File: config.mk
export PLATFORM = sky130hd
export DESIGN_NAME = iface_data_fifo
export DESIGN_NICKNAME = d
export VERILOG_FILES = /design/src/rtl/iface_data_fifo.sv
export SDC_FILE = /design/constraint.sdc
export NUM_CORES = 1
export LEC_CHECK = 0
export BUFFER_PORTS_ARGS = -buffer_cell sky130_fd_sc_hd__buf_2
export CAP_MARGIN = 15
export CORE_ASPECT_RATIO = 1.75
export CORE_MARGIN = 2
export CORE_UTILIZATION = 49
export CTS_BUF_LIST = sky130_fd_sc_hd__clkbuf_4
export DETAILED_ROUTE_END_ITERATION = 10
export PLACE_DENSITY_LB_ADDON = 0.3
export SYNTH_ARGS = -nofsm -noshare
export SYNTH_HDL_FRONTEND = slang
export SYNTH_SLANG_ARGS = --single-unit
File: constraint.sdc
create_clock -name clk -period 3.3 [get_ports clk]
set_clock_uncertainty 0.15 [all_clocks]
set_input_delay 0.99 -clock clk [delete_from_list [all_inputs] [get_ports clk]]
set_output_delay 0.99 -clock clk [all_outputs]
set_load 0.05 [all_outputs]
File: src/rtl/iface_data_fifo.sv
// First-word-fall-through FIFO between a valid/ready producer and a TestIface consumer.
// Status flags are decoded from the stored-word count only, so no ready path runs through the block.
module iface_data_fifo #(
    parameter int WIDTH = 8,
    parameter int DEPTH = 4
) (
    input  logic                     clk,
    input  logic                     rst,
    input  logic                     in_valid,
    output logic                     in_ready,
    input  logic [WIDTH-1:0]         in_data,
    output logic                     out_valid,
    input  logic                     out_ready,
    output logic [WIDTH-1:0]         out_data,
    output logic [$clog2(DEPTH):0]   count,
    output logic                     drop_err
);

    localparam int AW = $clog2(DEPTH);
    localparam logic [AW:0] COUNT_FULL = (AW+1)'(DEPTH);

    logic [WIDTH-1:0] mem [DEPTH];
    logic [AW-1:0]    rd_ptr;
    logic [AW-1:0]    wr_ptr;
    logic             push;
    logic             pop;

    always_comb begin
        in_ready  = (count != COUNT_FULL);
        out_valid = (count != '0);
        out_data  = out_valid ? mem[rd_ptr] : '0;
        push      = in_valid & in_ready;
        pop       = out_valid & out_ready;
    end

    // Pointers wrap naturally because DEPTH is a power of two.
    always_ff @(posedge clk or posedge rst) begin
        if (rst) begin
            rd_ptr   <= '0;
            wr_ptr   <= '0;
            count    <= '0;
            drop_err <= 1'b0;
        end else begin
            if (push) begin
                wr_ptr <= wr_ptr + 1'b1;
            end
            if (pop) begin
                rd_ptr <= rd_ptr + 1'b1;
            end
            count <= count + {{AW{1'b0}}, push} - {{AW{1'b0}}, pop};
            if (in_valid && !in_ready) begin
                drop_err <= 1'b1;
            end
        end
    end

    // Storage is deliberately left out of reset; count gates every read.
    always_ff @(posedge clk) begin
        if (push) begin
            mem[wr_ptr] <= in_data;
        end
    end

endmodule
==> summary.txt <==
STA
  • Hold WS: 0.321 ns
  • Relative slew slack: 69.8%
  • Tmin final: 3.01 ns
  • Post-route setup TNS: 0 ns
  • Slew Limit Fails: 0
  • Final hold violation count: 0
  • Worst-Margin Slew: 0.453 ns
  • Fin crit share: 91.2%
  • FMAX: 332 MHz
  • RSZ-0062 raised after global routing: no
  • Final setup vio count: 0

Worst setup path
  • Critical path arrival: 1.87 ns
  • Crit path kind: flip-flop to output pin
  • Reg-to-Reg End: count[2]
  • R2r worst-path depth: 9
  • Worst Setup Start Kind: flip-flop
  • CP Max Fanout: 8
  • FF-to-FF setup slack: 0.77 ns
  • Crit end category: output pin
  • Worst EP required: 2.16 ns
  • Worst R2R Start: count[1]

Synth
  • Yosys reg bits: 40
  • Post-Syn Area: 1680 um^2
  • Area leader, netlist: edfxtp_1
  • Syn_nets: 109
  • Yosys cell types: 18
  • Synth Warn #: 0
  • Cell count after synthesis: 90
  • Yosys top cell area share: 57.1%
  • Synthesized area per cell: 18.7 um^2
  • Area contributors post-synth: edfxtp_1, dfrtp_1, mux4_2
  • Register area share after synthesis: 69.0%

Floorplan
  • DIE AREA: 3940 um^2
  • Total I/O pin count: 26
  • Cell Rows: 28
  • CORE AREA: 3330 um^2
  • Die H: 81.5 um
  • Chip width: 48.3 um
  • Starting Density: 50.6%

Placed design
  • Area post-placement: 1840 um^2
  • IO Port Bufs: 25
  • Final GP Congestion: 0.638
  • Detailed Place HPWL: 1.83 mm

Route
  • WL final: 2.52 mm
  • Drt initial violations: 11
  • Vias/cell: 4.94
  • DR vias: 820
  • Drt wl/cell: 15.2 um
  • Antenna-violating nets left: 0
  • Initial DRT Pass Iterations: 3
  • Drc violations: 0

CTS
  • TritonCTS Buffers: 5
  • Hold_buf cts: 0
  • Clock Path Buffers: 2
  • Post_cts resized: 0
  • Skew-Pair Late Insertion Delay: 0.35 ns
  • Setup Buffers After CTS: 0
  • Clock root buffer: clkbuf_4
  • Reg clk slew, reported paths: 0.12 ns
  • CTS H-tree depth: 2
  • CTS tree: built
  • Clk sinks: 40

Cells and area
  • Syn-to-layout area delta: 14.3%
  • Ratio of cells with drive above 1 in the final layout: 39.7%
  • Leading cell types in the layout, fill and taps excluded: edfxtp_1, buf_2, and2_1
  • Diodes inserted: 0
  • Total Nets Final: 139
  • Final Instance Area: 1920 um^2
  • Final core occ: 57.8%
  • Most common cell after layout, fill and taps aside: edfxtp_1

GRT
  • GRT Resource Usage Total: 14.7%
  • Overflow after GRT: 0
  • Global-route wire length before repair: 4.08 mm
  • Initial antenna violation count: 0
  • Pin count of the biggest net entering global routing: 13
  • Vias in the first global route: 883

Worst hold path
  • Hold depth: 1
  • Hold Crit Start: drop_err
  • Worst hold path type: flip-flop to flip-flop
  • Worst Hold Path EP: drop_err

Outcome
  • Status: finished, final reports clean

Job
  • Max cap viols: 0
metal layers:
layer | part of all wire (%) | GRT usage, % | up-vias | wire [um]
met1 | 37 | 14.0 | 409 | 940
met3 | 4.0 | 4.55 | 5 | 100
met5 | 0 | 0 | - | 0
met2 | 56 | 27.8 | 21 | 1410
met4 | 2.5 | 8.57 | 0 | 63
li1 | - | - | 385 | -
critical path, stage by stage, from the launching register on:
cell     delay, ns
dfrtp_1       0.41
buf_4         0.23
mux4_2        0.52
and2_1        0.16
buf_2         0.20
Yosys cell counts:
cell / number
xor2_1: 1
clkbuf_2: 1
ha_1: 6
edfxtp_1: 32
and2_1: 12
xnor2_1: 4
mux4_2: 8
buf_6: 2
fa_1: 1
nor2b_2: 1
a21o_1: 1
and2_4: 1
inv_1: 8
dfrtp_1: 8
nand3_2: 1
mux2_2: 1
nor3b_2: 1
or3_4: 1
final cells by class:
type / count / area [um^2]
inverters: 8 / 30.0
clock buffers: 6 / 45.0
repair buffers: 26 / 133
well taps: 45 / 56.3
clock inverters: 2 / 35.0
multi-input cells: 39 / 464
fillers: 272 / 1400
flip-flops and latches: 40 / 1160
sequential cells by signal, summed over array words and instances (netlist names):
name,cells
wr_ptr,2
mem,32
drop_err,1
rd_ptr,2
count,3
kinds of logic (layout without fill, tap and decap cells):
| kind of cell | Yosys count | count (layout) | synth area share, % |
|---|---|---|---|
| muxes | 9 | 9 | 11.4 |
| and+or+nand+nor | 17 | 17 | 7.51 |
| xor gates and xnor gates | 5 | 5 | 2.60 |
| DFF | 40 | 40 | 69.0 |
| adders and majority gates | 7 | 7 | 5.65 |
| buffers and inverters | 11 | 42 | 3.42 |
| AOI/OAI and AO/OA | 1 | 1 | 0.446 |
how the worst max path moves through the flow:
stage	start	endpoint	cells past startpoint
3_5_place_dp	in_valid	count[2]	10
4_1_cts	rd_ptr[0]	out_data[0]	4
3_3_place_gp	in_valid	count[2]	10
6_report	rd_ptr[0]	out_data[6]	4
5_1_grt	rd_ptr[0]	out_data[2]	4
2_1_floorplan	count[1]	out_data[0]	3
through the flow:
step,worst slack (ns),instances
2_1_floorplan,0.593,90
4_1_cts,0.258,166
6_report,0.289,166
5_1_grt,0.163,166
3_3_place_gp,0.480,158
3_5_place_dp,0.431,158
Power is not shown: default switching activity piles up to over one toggle a cycle in this logic, so the estimate is an artifact.
